==> config.mk <==
export PLATFORM = sky130hd
export DESIGN_NAME = bcd_conv_scheduler
export DESIGN_NICKNAME = d
export VERILOG_FILES = /design/src/rtl/bcd_conv_scheduler.sv
export SDC_FILE = /design/constraint.sdc
export NUM_CORES = 1
export LEC_CHECK = 0
export ABC_AREA = 1
export CAP_MARGIN = 30
export CORE_ASPECT_RATIO = 0.9
export CORE_MARGIN = 5
export CORE_UTILIZATION = 34
export CTS_CLUSTER_DIAMETER = 100
export DETAILED_ROUTE_END_ITERATION = 16
export PLACE_DENSITY = 0.63
export SYNTH_ARGS = -nofsm -noshare
export SYNTH_HDL_FRONTEND = slang
export SYNTH_SLANG_ARGS = --single-unit
==> constraint.sdc <==
create_clock -name clk -period 2.9 [get_ports clk]
set_clock_uncertainty 0.1 [all_clocks]
set_input_delay 0.87 -clock clk [delete_from_list [all_inputs] [get_ports clk]]
set_output_delay 0.87 -clock clk [all_outputs]
set_load 0.005 [all_outputs]
==> src/rtl/bcd_conv_scheduler.sv <==
// Round-robin scheduler sharing one binary-to-BCD converter among NCH channels.
// Grants in IDLE, waits CONV_LAT cycles for the converter, then captures per-channel BCD.
module bcd_conv_scheduler #(
    parameter int unsigned NCH      = 3,
    parameter int unsigned CONV_LAT = 2,
    parameter int unsigned MAX_VAL  = 99
) (
    input  logic               clk,
    input  logic               rst_n,
    input  logic [NCH-1:0]     req,
    input  logic [8*NCH-1:0]   bin_in,
    output logic [NCH-1:0]     ack,
    output logic [7:0]         conv_bin,
    input  logic [7:0]         conv_bcd,
    output logic [8*NCH-1:0]   bcd_out,
    output logic [NCH-1:0]     bcd_done,
    output logic [NCH-1:0]     range_err,
    output logic               busy
);

    localparam int unsigned PW    = (NCH > 1) ? $clog2(NCH) : 1;
    localparam int unsigned CW    = $clog2(CONV_LAT + 1);
    localparam logic [7:0]  MAX_B = 8'(MAX_VAL);

    typedef enum logic [1:0] {IDLE, WAIT, CAPTURE} state_t;

    state_t        state;
    logic [PW-1:0] ptr;
    logic [PW-1:0] cur_ch;
    logic [CW-1:0] cnt;
    logic [7:0]    bcd_arr [NCH];
    logic [7:0]    bin_arr [NCH];

    logic [PW-1:0] grant_idx;
    logic          grant_vld;
    logic [PW:0]   cand;
    logic [7:0]    sel_bin;

    for (genvar k = 0; k < NCH; k++) begin : g_unpack
        assign bin_arr[k]          = bin_in[8*k +: 8];
        assign bcd_out[8*k +: 8]   = bcd_arr[k];
    end

    // First requester at or after ptr, wrapping modulo NCH.
    always_comb begin
        grant_vld = 1'b0;
        grant_idx = '0;
        cand      = '0;
        for (int i = 0; i < NCH; i++) begin
            cand = {1'b0, ptr} + (PW+1)'(i);
            if (cand >= (PW+1)'(NCH)) begin
                cand = cand - (PW+1)'(NCH);
            end
            if (!grant_vld && req[cand[PW-1:0]]) begin
                grant_vld = 1'b1;
                grant_idx = cand[PW-1:0];
            end
        end
    end

    assign sel_bin = bin_arr[grant_idx];
    assign busy    = (state != IDLE);

    always_ff @(posedge clk) begin
        if (!rst_n) begin
            state     <= IDLE;
            ptr       <= '0;
            cur_ch    <= '0;
            cnt       <= '0;
            ack       <= '0;
            conv_bin  <= '0;
            bcd_done  <= '0;
            range_err <= '0;
            for (int k = 0; k < NCH; k++) begin
                bcd_arr[k] <= '0;
            end
        end else begin
            ack      <= '0;
            bcd_done <= '0;
            unique case (state)
                IDLE: begin
                    if (grant_vld) begin
                        ack[grant_idx] <= 1'b1;
                        cur_ch         <= grant_idx;
                        ptr            <= (grant_idx == PW'(NCH - 1)) ? '0 : grant_idx + PW'(1);
                        if (sel_bin > MAX_B) begin
                            conv_bin             <= MAX_B;
                            range_err[grant_idx] <= 1'b1;
                        end else begin
                            conv_bin             <= sel_bin;
                            range_err[grant_idx] <= 1'b0;
                        end
                        cnt   <= CW'(CONV_LAT);
                        state <= WAIT;
                    end
                end
                WAIT: begin
                    // cnt hits 0 in the cycle the converter output becomes valid
                    cnt <= cnt - CW'(1);
                    if (cnt == CW'(1)) begin
                        state <= CAPTURE;
                    end
                end
                CAPTURE: begin
                    bcd_arr[cur_ch]  <= conv_bcd;
                    bcd_done[cur_ch] <= 1'b1;
                    state            <= IDLE;
                end
                default: state <= IDLE;
            endcase
        end
    end

endmodule

==> results.cfg, run 1 <==
[status]
status = finished clean

[die]
core_um2 = 7000
die_x_um = 99.1
dieArea_um2 = 8940
rows = 29
ios = 79
initial_core_util_pct = 34.7
dieHeight_um = 90.2

[place]
hpwl_um = 4510
gp_congestion = 0.812
portBuffers = 78
postPlaceCellArea_um2 = 3460
dp.cells = 470

[setup_path]
start_kind = input port
r2r-start = ptr[0]$_SDFFE_PN0P_
crit_slowest_cell = clkdlybuf4s50_1
crit_path_end_kind = register
path_delay_family = simple AND/OR/NAND/NOR gates
cp.buffers_inverters = 4
crit_chain = clkdlybuf4s50_1 > inv_1 > nand2_1 > nand3_1 > nand2_2 > nand3_1 > nor2_2 > nor2_4 > buf_4 > nand3_2 > nand2_1 > nor2_1 > nand2_2 > nand2_4 > nand2_4 > o21ai_2 > inv_1
critPathLaunch = req[0]
worst-endpoint-arrival_ns = 2.83
slowest_delay_ns = 0.51
path_max_fanout = 5
path_class = in2reg
cp.required_ns = 3.01
r2r_slack_ns = 0.34

[cells_and_area]
fin_nets = 426
syn_to_final_growth_pct = 47.0
antenna_cells = 0
multi_input_area_um2 = 956
instances_no_fill = 478
layout-drive-gt1-share_pct = 19.0
n_fill_cell = 668
fin_area_um2 = 3570
seqCellArea_um2 = 1220

[sta]
hold_viol = 0
layout_min_cycle_time_ns = 2.72
finalSetupViolCount = 0
max_slew_margin_pct = 78.0
fmax_ghz = 0.368
holdWs_ns = 0.345
finalCritPeriodShare_pct = 93.8
maxSlewViolCount = 0
worst_pin_slew_ns = 0.329

[global_routing]
grtUsageTotal_pct = 13.0
overflow = 0
grt_max_degree = 17
grt_pass1_vias = 2037
grt_antenna_before_repair = 0
grt_pass1_wl_um = 9350

[logic_synthesis]
synth_compound_area_share_pct = 9.58
yosys-mux-area-fraction_pct = 0
synth_area_um2 = 2430
ys.flop_type = dfxtp_1
synthSimpleGateAreaFrac_pct = 26.3
synth_top_area_share_pct = 29.7
avgSynthCellArea_um2 = 8.77
yosysUniqueCellTypes = 34
yosysWarnings = 0
synth_edf_count = 24
synthAdderAreaFrac_pct = 2.58
yosysTopAreaCell = edfxtp_1
yosys-top-cells-area = edfxtp_1 (30%), dfxtp_1 (21%), nor2_1 (7.0%)
syn_inst = 277
synthXorXnorAreaFrac_pct = 0
syn-num-nets = 319
ys_top_cells_by_count = nor2_1 (45), inv_1 (43), nand2_1 (41)
yosysSeqAreaShare_pct = 50.3
synth.most_common_cell = nor2_1
ys_async_sr_fraction_pct = 0
synth_top_family_by_area = simple AND/OR/NAND/NOR gates
yosys_register_bits = 49

[routing]
routedWlPerCell_um = 11.8
drcViolationCount = 0
vias = 2066
routed_wl_um = 5630
wl_met1_um = 2490
drtIter0Drc = 85
ant_nets = 0
wl_met3_um = 668
routed.top_layer = met4
routed-wl-met2_um = 2390
dr.pass1.iters = 4
vias_per_cell = 4.32

[power]
clockPowerShare_pct = 12.0
total_power_w = 0.00323
vdd_drop_max_mv = 0.552
p_leak_nw = 1.56
power_density_nw_per_um2 = 905
p_int_w = 0.00192
switching_share_pct = 40.7
pwr-share-seq_pct = 29.2
p_sw_w = 0.00132
comb_power_share_pct = 58.8

[min_path]
hold_start = conv_bin[7]$_SDFFE_PN0P_
hold_path_class = reg2reg

[clock_tree]
tritoncts.num_buffers = 5
hold_buffers = 0
clock-root-buffer = clkbuf_8
cts_tree = done
h-tree-depth = 2
clock_latency_ns = 0.30
cts-resized-gates = 0
cts_setup_buffers = 0
clock_path_buffers = 2
cts_sinks = 49
clk_pin_slew_worst_paths_ns = 0.08

[run]
max_cap_viol_count = 0
## final timing paths
| kind | to | cells past startpoint |
|---|---|---|
| worst max-delay path | register | 17 |
| worst min-delay path | conv_bin[7]$_SDFFE_PN0P_ | 2 |
| worst max register to register | register | 18 |
| worst min register to register | conv_bin[7]$_SDFFE_PN0P_ | 2 |
## state kept, by name, summed over array words and instances (netlist names), named ones only
| signal | flops |
|---|---|
| bcd_arr | 24 |
| ptr | 2 |
| bcd_done | 3 |
| state | 2 |
| cnt | 2 |
| cur_ch | 2 |
| conv_bin | 8 |
| ack | 3 |
## per-layer routing
layer,global-route usage (%),up-vias
met5,0,-
met3,4.95,8
met4,4.78,0
met2,19.4,80
met1,17.0,885
li1,-,1093
## worst register-to-register path: stages, from the launching register on
cell and delay (ns):
dfxtp_1 0.39, inv_1 0.08, ha_1 0.37, inv_2 0.11
nand2_1 0.07, nand3_1 0.06, nand2_1 0.13, nand3_1 0.13
nor2_2 0.17, nor2_4 0.06, buf_4 0.15, nand3_2 0.07
nand2_1 0.06, nor2_1 0.12, nand2_2 0.07, nand2_4 0.08
nand2_4 0.08, o21ai_2 0.12, inv_1 0.04
## final cells by class
type,count,share of cell area [%]
clock inverter,1,0.210
clock buffer,7,2.14
inverter,53,5.57
multi-input combinational,169,26.8
sequential,49,34.2
tap,93,3.26
timing repair buffer,106,27.8
## cell families (layout without fill, tap and decap cells)
group                      after synthesis  after routing
adders and majority gates                5              5
buffers and inverters                   59            167
AOI/OAI and AO/OA                       35             35
DFF                                     49             49
and+or+nand+nor                        129            129
## stage by stage
stage                     setup slack [ns]  util [%]  setup TNS (ns)
after floorplan                      0.404         -               0
after global placement              -0.100      49.4          -0.639
after detailed placement            -0.150      49.4           -1.13
after CTS                            0.181      50.6               0
after global routing               -0.0112      51.0         -0.0208
final                                0.181      51.0               0
## cells in the final DEF, fill, tap and decap left out, types with 2 or more instances in the layout
cell,instances
o21ai_0,7
o211ai_1,2
nor2_2,4
clkbuf_8,5
inv_2,5
dfxtp_1,25
nand3_2,4
nor2_1,44
nor3_1,6
buf_4,28
nand2_1,40
nand3b_1,2
ha_1,5
clkdlybuf4s50_1,77
o21ai_2,7
nand2_4,5
clkinv_1,5
clkbuf_1,2
nand2_2,7
edfxtp_1,24
nand3_1,12
a21oi_1,11
inv_1,43
## power groups by stage
stage	clock network, W	registers, W	logic (W)
final	0.000386	0.000944	0.00190
after global placement	0	0.000959	0.00187
after CTS	0.000394	0.000945	0.00189
after floorplan	0	0.000946	0.00122
after global routing	0.000427	0.000962	0.00213
after detailed placement	0	0.000956	0.00189
(Power assumes the default switching activity.)
==> run 2, diff against run 1 <==
--- a/config.mk
+++ b/config.mk
@@ -13,6 +13,7 @@
 export CTS_CLUSTER_DIAMETER = 100
 export DETAILED_ROUTE_END_ITERATION = 16
 export PLACE_DENSITY = 0.63
+export SETUP_SLACK_MARGIN = 0.02
 export SYNTH_ARGS = -nofsm -noshare
 export SYNTH_HDL_FRONTEND = slang
 export SYNTH_SLANG_ARGS = --single-unit
==> results.cfg, run 2 (synthesized netlist as in run 1, its figures left out) <==
[status]
status = finished clean

[place]
gp_congestion = 0.812
portBuffers = 78
hpwl_um = 4510
dp.cells = 470

[sta]
fmax_ghz = 0.371
layout_min_cycle_time_ns = 2.70
hold_viol = 0
rsz0062_at_grt = false
finalSetupViolCount = 0
finalCritPeriodShare_pct = 93.1
max_slew_margin_pct = 78.1
maxSlewViolCount = 0
worst_pin_slew_ns = 0.327

[clock_tree]
h-tree-depth = 2
clock_path_buffers = 2
clock_latency_ns = 0.30
cts_tree = done
clock-root-buffer = clkbuf_8
clk_pin_slew_worst_paths_ns = 0.08
cts_sinks = 49
cts_setup_buffers = 0
hold_buffers = 0
cts-resized-gates = 0
tritoncts.num_buffers = 5

[die]
ios = 79
initial_core_util_pct = 34.7
die_x_um = 99.1
rows = 29
dieHeight_um = 90.2
dieArea_um2 = 8940
core_um2 = 7000

[power]
p_sw_w = 0.00132
vdd_drop_max_mv = 0.552
switching_share_pct = 40.8
total_power_w = 0.00324
comb_power_share_pct = 59.0
power_density_nw_per_um2 = 906
p_int_w = 0.00192
pwr-share-seq_pct = 29.1
clockPowerShare_pct = 11.9
p_leak_nw = 1.57

[routing]
drtIter0Drc = 82
dr.pass1.iters = 4
vias_per_cell = 4.34
vias = 2074
routed_wl_um = 5650
drcViolationCount = 0
routedWlPerCell_um = 11.8
ant_nets = 0

[global_routing]
grtUsageTotal_pct = 13.0
grt_antenna_before_repair = 0
grt_max_degree = 17
overflow = 0
grt_pass1_wl_um = 9350
grt_pass1_vias = 2037

[cells_and_area]
fin_nets = 426
antenna_cells = 0
largest_register_ff_count = 24
layout-drive-gt1-share_pct = 19.5
instances_no_fill = 478
final_cell_mix = clkdlybuf4s50_1 (76), inv_1 (43), nor2_1 (43)
regMostFlops = bcd_arr
syn_to_final_growth_pct = 47.4
final_common_cell = clkdlybuf4s50_1
top_regs = bcd_arr x24, conv_bin x8

[setup_path]
crit_path_end_kind = register
cp.required_ns = 3.01
path_max_fanout = 5
path_class = in2reg
worst-endpoint-arrival_ns = 2.81
start_kind = input port

[run]
max_cap_viol_count = 0

[min_path]
hold_path_class = reg2reg
run 2: worst paths after layout:
| kind | start | end | slack (ns) | cells after the start |
|---|---|---|---|---|
| setup / recovery | req[0] | register | 0.20 | 17 |
| hold reg to reg | conv_bin[7]$_SDFFE_PN0P_ | conv_bin[7]$_SDFFE_PN0P_ | 0.34 | 2 |
| hold / removal | conv_bin[7]$_SDFFE_PN0P_ | conv_bin[7]$_SDFFE_PN0P_ | 0.34 | 2 |
| setup reg to reg | ptr[0]$_SDFFE_PN0P_ | register | 0.35 | 18 |
run 2: cell type report:
class	instances	area, µm²
fill	666	3420
multi-input combinational	169	963
timing repair buffer	106	996
clock buffer	7	76.3
inverter	53	199
tap	93	116
sequential	49	1220
clock inverter	1	7.51
run 2: power by group through the flow:
stage	combinational (W)	clock (W)	sequential, W
after floorplan	0.00122	0	0.000946
after global placement	0.00187	0	0.000959
after detailed placement	0.00189	0	0.000956
after CTS	0.00189	0.000394	0.000945
after global routing	0.00215	0.000427	0.000962
final	0.00191	0.000387	0.000943
run 2: layer usage:
layer | GRT usage (%) | routed length (µm) | vias to the layer above
met5 | 0 | 0 | -
met4 | 4.78 | 84 | 0
met3 | 4.95 | 684 | 8
met2 | 19.4 | 2380 | 86
met1 | 17.0 | 2500 | 887
li1 | - | - | 1093
run 2: per-stage QoR:
step	hold WS, ns	area, µm²	util [%]	TNS [ns]	worst slack, ns
2_1_floorplan	0.331	2430	-	0	0.404
3_3_place_gp	0.332	3460	49.4	-0.639	-0.100
3_5_place_dp	0.333	3460	49.4	-1.13	-0.150
4_1_cts	0.352	3550	50.6	0	0.181
5_1_grt	0.392	3580	51.1	0	0.0329
6_report	0.345	3580	51.1	0	0.201
run 2: worst max-delay path: stages:
cell,delay (ns)
clkdlybuf4s50_1,0.51
inv_1,0.07
nand2_1,0.08
nand3_2,0.08
nand2_2,0.09
nand3_1,0.10
nor2_2,0.17
nor2_4,0.06
buf_4,0.15
nand3_2,0.07
nand2_1,0.07
nor2_2,0.11
nand2_2,0.06
nand2_4,0.08
nand2_4,0.08
o21ai_2,0.11
inv_1,0.04
